## src/rtl/player_motion_controller.sv

```systemverilog
// player_motion_controller: probes the collision detector each frame, then commits a 1-px step, an enemy knockback or nothing
module player_motion_controller #(
    parameter int X_INIT        = 152,
    parameter int Y_INIT        = 112,
    parameter int X_MAX         = 303,
    parameter int Y_MAX         = 223,
    parameter int KNOCKBACK_PX  = 8,
    parameter int INVULN_FRAMES = 60,
    parameter int ATTACK_FRAMES = 12,
    parameter int SETTLE_CYCLES = 2
) (
    input  logic       clock,
    input  logic       reset,
    input  logic       frame_tick,
    input  logic       btn_up,
    input  logic       btn_down,
    input  logic       btn_left,
    input  logic       btn_right,
    input  logic       btn_attack,
    input  logic       c_map_collision,
    input  logic       c_e1_collision,
    output logic       collision_enable,
    output logic [8:0] char_x,
    output logic [7:0] char_y,
    output logic [2:0] direction_char,
    output logic [2:0] facing_char,
    output logic       hit,
    output logic       invulnerable,
    output logic       busy
);
    localparam logic [2:0] NO_ACTION = 3'd0, ATTACK = 3'd1, UP = 3'd2, DOWN = 3'd3, LEFT = 3'd4, RIGHT = 3'd5;
    localparam int IW = $clog2(INVULN_FRAMES + 1);
    localparam int AW = $clog2(ATTACK_FRAMES + 1);
    localparam int WW = $clog2(SETTLE_CYCLES + 1);

    typedef enum logic [1:0] {IDLE, DECIDE, CHECK, SAMPLE} state_t;

    state_t        state_q;
    logic [8:0]    x_q, x_d;
    logic [7:0]    y_q, y_d;
    logic [2:0]    dir_q, face_q, pick;
    logic          en_q, hit_q, enemy_hit;
    logic [IW-1:0] inv_q;
    logic [AW-1:0] atk_q;
    logic [WW-1:0] wait_q;
    logic [9:0]    kx_sub, kx_add;
    logic [8:0]    ky_sub, ky_add;

    assign collision_enable = en_q;
    assign char_x           = x_q;
    assign char_y           = y_q;
    assign direction_char   = dir_q;
    assign facing_char      = face_q;
    assign hit              = hit_q;
    assign invulnerable     = inv_q != '0;
    assign busy             = state_q != IDLE;

    assign kx_sub    = {1'b0, x_q} - 10'(KNOCKBACK_PX);
    assign kx_add    = {1'b0, x_q} + 10'(KNOCKBACK_PX);
    assign ky_sub    = {1'b0, y_q} - 9'(KNOCKBACK_PX);
    assign ky_add    = {1'b0, y_q} + 9'(KNOCKBACK_PX);
    assign enemy_hit = c_e1_collision && inv_q == '0;
    assign pick      = btn_attack ? ATTACK : btn_up ? UP : btn_down ? DOWN : btn_left ? LEFT : btn_right ? RIGHT : NO_ACTION;

    // Position the SAMPLE cycle would commit: clamped knockback, else a bounded 1-px step, else hold
    always_comb begin
        x_d = x_q;
        y_d = y_q;
        if (enemy_hit) begin
            x_d = face_q == RIGHT ? (kx_sub[9] ? 9'd0 : kx_sub[8:0]) :
                  face_q == LEFT  ? (kx_add > 10'(X_MAX) ? 9'(X_MAX) : kx_add[8:0]) : x_q;
            y_d = face_q == DOWN  ? (ky_sub[8] ? 8'd0 : ky_sub[7:0]) :
                  face_q == UP    ? (ky_add > 9'(Y_MAX) ? 8'(Y_MAX) : ky_add[7:0]) : y_q;
        end else if (!c_map_collision) begin
            x_d = dir_q == LEFT && x_q != 9'd0 ? x_q - 9'd1 : dir_q == RIGHT && x_q < 9'(X_MAX) ? x_q + 9'd1 : x_q;
            y_d = dir_q == UP && y_q != 8'd0 ? y_q - 8'd1 : dir_q == DOWN && y_q < 8'(Y_MAX) ? y_q + 8'd1 : y_q;
        end
    end

    // Frame sequencer: IDLE -> DECIDE -> CHECK (settle) -> SAMPLE, plus the free-running immunity countdown
    always_ff @(posedge clock) begin
        if (!reset) begin
            state_q <= IDLE;
            x_q     <= 9'(X_INIT);
            y_q     <= 8'(Y_INIT);
            dir_q   <= NO_ACTION;
            face_q  <= DOWN;
            en_q    <= 1'b0;
            hit_q   <= 1'b0;
            inv_q   <= '0;
            atk_q   <= '0;
            wait_q  <= '0;
        end else begin
            hit_q <= 1'b0;
            if (frame_tick && inv_q != '0)
                inv_q <= inv_q - IW'(1);
            case (state_q)
                IDLE: if (frame_tick) begin
                    if (atk_q != '0) begin
                        atk_q <= atk_q - AW'(1);
                        dir_q <= ATTACK;
                    end else
                        state_q <= DECIDE;
                end
                DECIDE: begin
                    state_q <= CHECK;
                    en_q    <= 1'b1;
                    wait_q  <= '0;
                    dir_q   <= pick;
                    if (pick >= UP)
                        face_q <= pick;
                    if (btn_attack)
                        atk_q <= AW'(ATTACK_FRAMES - 1);
                end
                CHECK: if (wait_q == WW'(SETTLE_CYCLES - 1))
                    state_q <= SAMPLE;
                else
                    wait_q <= wait_q + WW'(1);
                SAMPLE: begin
                    x_q     <= x_d;
                    y_q     <= y_d;
                    en_q    <= 1'b0;
                    state_q <= IDLE;
                    if (enemy_hit) begin
                        hit_q <= 1'b1;
                        inv_q <= IW'(INVULN_FRAMES);
                    end
                end
            endcase
        end
    end
endmodule

```

## config.mk

```make
export PLATFORM = sky130hd
export DESIGN_NAME = player_motion_controller
export DESIGN_NICKNAME = d
export VERILOG_FILES = /design/src/rtl/player_motion_controller.sv
export SDC_FILE = /design/constraint.sdc
export NUM_CORES = 1
export LEC_CHECK = 0
export BUFFER_PORTS_ARGS = -buffer_cell sky130_fd_sc_hd__buf_2
export CORE_ASPECT_RATIO = 0.75
export CORE_MARGIN = 2
export CORE_UTILIZATION = 31
export DETAILED_ROUTE_END_ITERATION = 7
export GPL_TIMING_DRIVEN = 0
export PLACE_DENSITY = 0.59
export REMOVE_ABC_BUFFERS = 1
export SYNTH_ARGS = -nofsm -noshare
export SYNTH_HDL_FRONTEND = slang
export SYNTH_SLANG_ARGS = --single-unit
```

## constraint.sdc

```tcl
create_clock -name clock -period 2.5 [get_ports clock]
set_clock_uncertainty 0.15 [all_clocks]
set_input_delay 0.375 -clock clock [delete_from_list [all_inputs] [get_ports clock]]
set_output_delay 0.375 -clock clock [all_outputs]
set_load 0.03 [all_outputs]
```

==> results.md <==
- Setup tns final: -413.5 ps
- Status: finished, violations left
- H-tree level count: 2
- TritonCTS sink count: 39
- EDFF count, synth: 0
- Routed vias: about 3,600
- Pin count of the biggest net entering global routing: 25
- Req. time, crit path: 2490 ps
- Fraction of the mapped netlist area in simple logic gates: 0.2367
- GR Overflow Total: 0
- Startpoint types: register
- Mux contribution to synthesized area: 0.02138
- Reg2Reg Setup Slack: -130 ps
- Ant diodes: 0
- Die Ht: 93.84 um
- Final hold vios: 0
- # rows: 32
- FMAX: 380.8 MHz
- Synth top area share: 0.2341
- CTS root buffer: clkbuf_16
- Synth Area in XOR/XNOR: 0.04726
- Worst hold slack: 250.1 ps
- Syn Area/Cell: 7.794 um^2
- Total design power: 3120 uW
- Worst hold path depth: 3
- Sequential fraction of the synthesis area: 0.2341
- Number of synthesis warnings: 0
- First-pass GRT wire length: 16,700 um
- Routability cong.: 0.9006
- Tmin final: 2626 ps
- Final worst slack: -125.9 ps
- Hold Path End: direction_char[0]
- I/O pins: 37
- Worst rel slew slack: 0.4677
- Clock-pin slew on the worst setup and hold paths: ~70 ps
- Drt via density: 5.727
- Slowest CP cell: dfxtp_4
- Post-Synth Adder-Cell Area: 0.1163
- Fraction of final layout cells with drive strength greater than 1: 0.3539
- Power Dens Cells: roughly 690 nW/um^2
- RSZ-0062 raised after global routing: yes
- 1st-pass router iterations: 5
- NumNets Final: between 500 and 600
- I/O Buffers: 36
- Die W: 123.8 um
- Gate count after technology mapping: 428
- LEAKAGE: approximately 0.0018 uW
- Hold crit path type: in -> reg
- Critical path endpoint category: register
- Max_cap viols: 0
- Starting Density: 0.3217
- Crit path largest cell delay: about 360 ps
- CTS Buf Count: 5
- Wirelength per Cell: 16.95 um
- Vias in the first global route: roughly 3,300
- Top_reg_cell synth: dfxtp_1
- Largest family of logic cells by synthesized area: compound AO/OA/AOI/OAI gates
- Maximum vdd drop: 0.0006114 V
- Hold path start: btn_attack
- Filler cells: 1,018
- Worst-path cell chain: nor4_4 -> a211o_1 -> buf_4 -> fa_2 -> nor2b_1 -> o31a_1 -> o21a_1 -> or3_4 -> a21oi_2 -> o311ai_2
- CTS tree: done
- Failing checks: setup timing
- Post-Route WL: about 11,000 um
- Compound-Gate Fraction of Synth Area: 0.2761
- Bufs on Longest Clock Path: 2
- Worst reg2reg path startpoint: char_y[3]
- Initial drt markers: 331
- Worst EP arrival: 2620 ps
- Final worst-path cycle share: 1.050
- GRT Overall Usage: 0.1809
- Yosys cell types: 71
- Core ar.: 10,370 um^2
- Synth area leader: dfxtp_1
- Final core utilization: 0.4345
- Top cells by area, synth: dfxtp_1 (23%), ha_1 (10%), a21oi_1 (4.5%)
- # setup viols final: 6
- Number of antenna violations at the first check in global routing: 0
- # DRC: 0
- Half-perimeter wire length after placement: 6635 um
- Register bit count reported by yosys: 39
- Slew Viols, Final: 0
- Post-Syn Area: between 3000 and 4000 um^2
- Crit path kind: reg -> reg
- Die footprint: roughly 12,000 um^2
- Worst-skew pair later-pin latency: around 290 ps
- Ys async rst share: 0
- Depth of the most critical reg-to-reg path: 10
- Pre-CTS setup slack: -892.8 ps
- Crit Reg-Reg Endpoint: char_y[6]
- Final ANT Viol Nets: 0
- Worst Tran Pin Value: 797.6 ps
- Hold Buf Count CTS: 0
- Area Growth Syn to Fin: 35.07%
- Max Fanout on Critical Path: 2
logic make-up after synthesis:
logic type / Yosys count
muxes: 7
AOI/OAI and AO/OA: 134
adders and majority gates: 30
buffers and inverters: 53
DFF: 39
xor gates and xnor gates: 18
and+or+nand+nor: 147
repair_timing:
| item | 4_1_cts | 5_1_grt |
|---|---|---|
| gates cloned | 1 | 0 |
| resized for setup | 77 | 52 |
| buffers inserted | 22 | 11 |
| endpoints found under the setup margin | 17 | 20 |
| pin swaps | 19 | 16 |
| hold endpoints to repair | 0 | 0 |
worst max-delay path: cells and delay by family (launching register included):
family | cells | cell delay [ps]
buffers and inverters | 1 | 160
AND/OR/NAND/NOR | 3 | 660
AO/OA/AOI/OAI | 5 | 920
flip-flops | 1 | 360
adder cells (fa/ha/maj) | 1 | 220
stage by stage:
stage	cell area, um^2	cells
after floorplan	3232	408
after global placement	3582	580
after detailed placement	3582	580
after CTS	4190	611
after global routing	4506	622
final	4506	622
power by group:
group	internal (uW)	total [uW]	switching (uW)
Clock	477	772	295
Combinational	558	1480	918
Sequential	728	872	144
cells in the final DEF (no fill, tap or decap), types with 9 or more instances in the layout:
master / netlist / final
o21ai_0: 25 / 18
nand2_1: 25 / 24
nor2_1: 37 / 34
a21oi_1: 30 / 22
ha_1: 27 / 15
and3_1: 9 / 9
buf_2: 5 / 36
xnor2_1: 14 / 13
dfxtp_1: 39 / 20
dfxtp_4: 0 / 15
inv_1: 32 / 30
nand3_1: 11 / 11
buf_4: 2 / 27
nor3_1: 12 / 10
final cells by class:
type / count / area, um^2 / share of cell area
well taps: 136 / 170.2 / 0.03777
multi-input cells: 337 / 2736 / 0.6073
inverters: 33 / 133.9 / 0.02971
flip-flops and latches: 39 / 842.1 / 0.1869
repair buffers: 69 / 450.4 / 0.09997
clock buffers: 5 / 125.1 / 0.02777
clock inverters: 3 / 47.55 / 0.01055
sequential cells by signal (all words and copies together) (netlist names):
| register | flops |
|---|---|
| collision_enable | 1 |
| wait_q | 2 |
| facing_char | 3 |
| state_q | 2 |
| direction_char | 3 |
| atk_q | 4 |
| hit | 1 |
| inv_q | 6 |
| char_x | 9 |
| char_y | 8 |
synth_stat cells (all sizes together), types with 3 or more instances:
cell type  count
a21oi         30
nand2         25
nand2b        11
a211o          3
ha            27
o21a           5
and4           3
nor2b          3
o21bai         3
nor2          38
nor3          12
xor2           4
mux2i          6
a2111oi        4
nand3b         4
a211oi         8
clkbuf        11
o22ai          6
and3           9
nor4           7
or3            6
o31ai          4
xnor2         14
dfxtp         39
a31oi          7
inv           33
o21ai         27
or4            4
o311ai         6
buf            9
or2            4
o211ai         7
nand3         11
layer usage:
metal,GRT usage,up-vias,share of wire
met2,0.2637,136,0.44
met4,0.03030,0,0.0062
met3,0.03216,11,0.074
li1,-,1697,-
met1,0.2771,1718,0.48
met5,0,-,0
how the worst max path moves through the flow:
stage / start / endpoint / slack, ps / cells past startpoint
after global routing: char_y[5] / char_y[6] / -240 / 10
after floorplan: char_x[5] / char_x[7] / -570 / 11
after CTS: char_x[1] / char_x[7] / -80 / 10
after detailed placement: char_x[5] / char_x[7] / -890 / 11
after global placement: char_x[5] / char_x[7] / -880 / 11
final: char_y[3] / char_y[6] / -130 / 10
(Power assumes the default switching activity.)
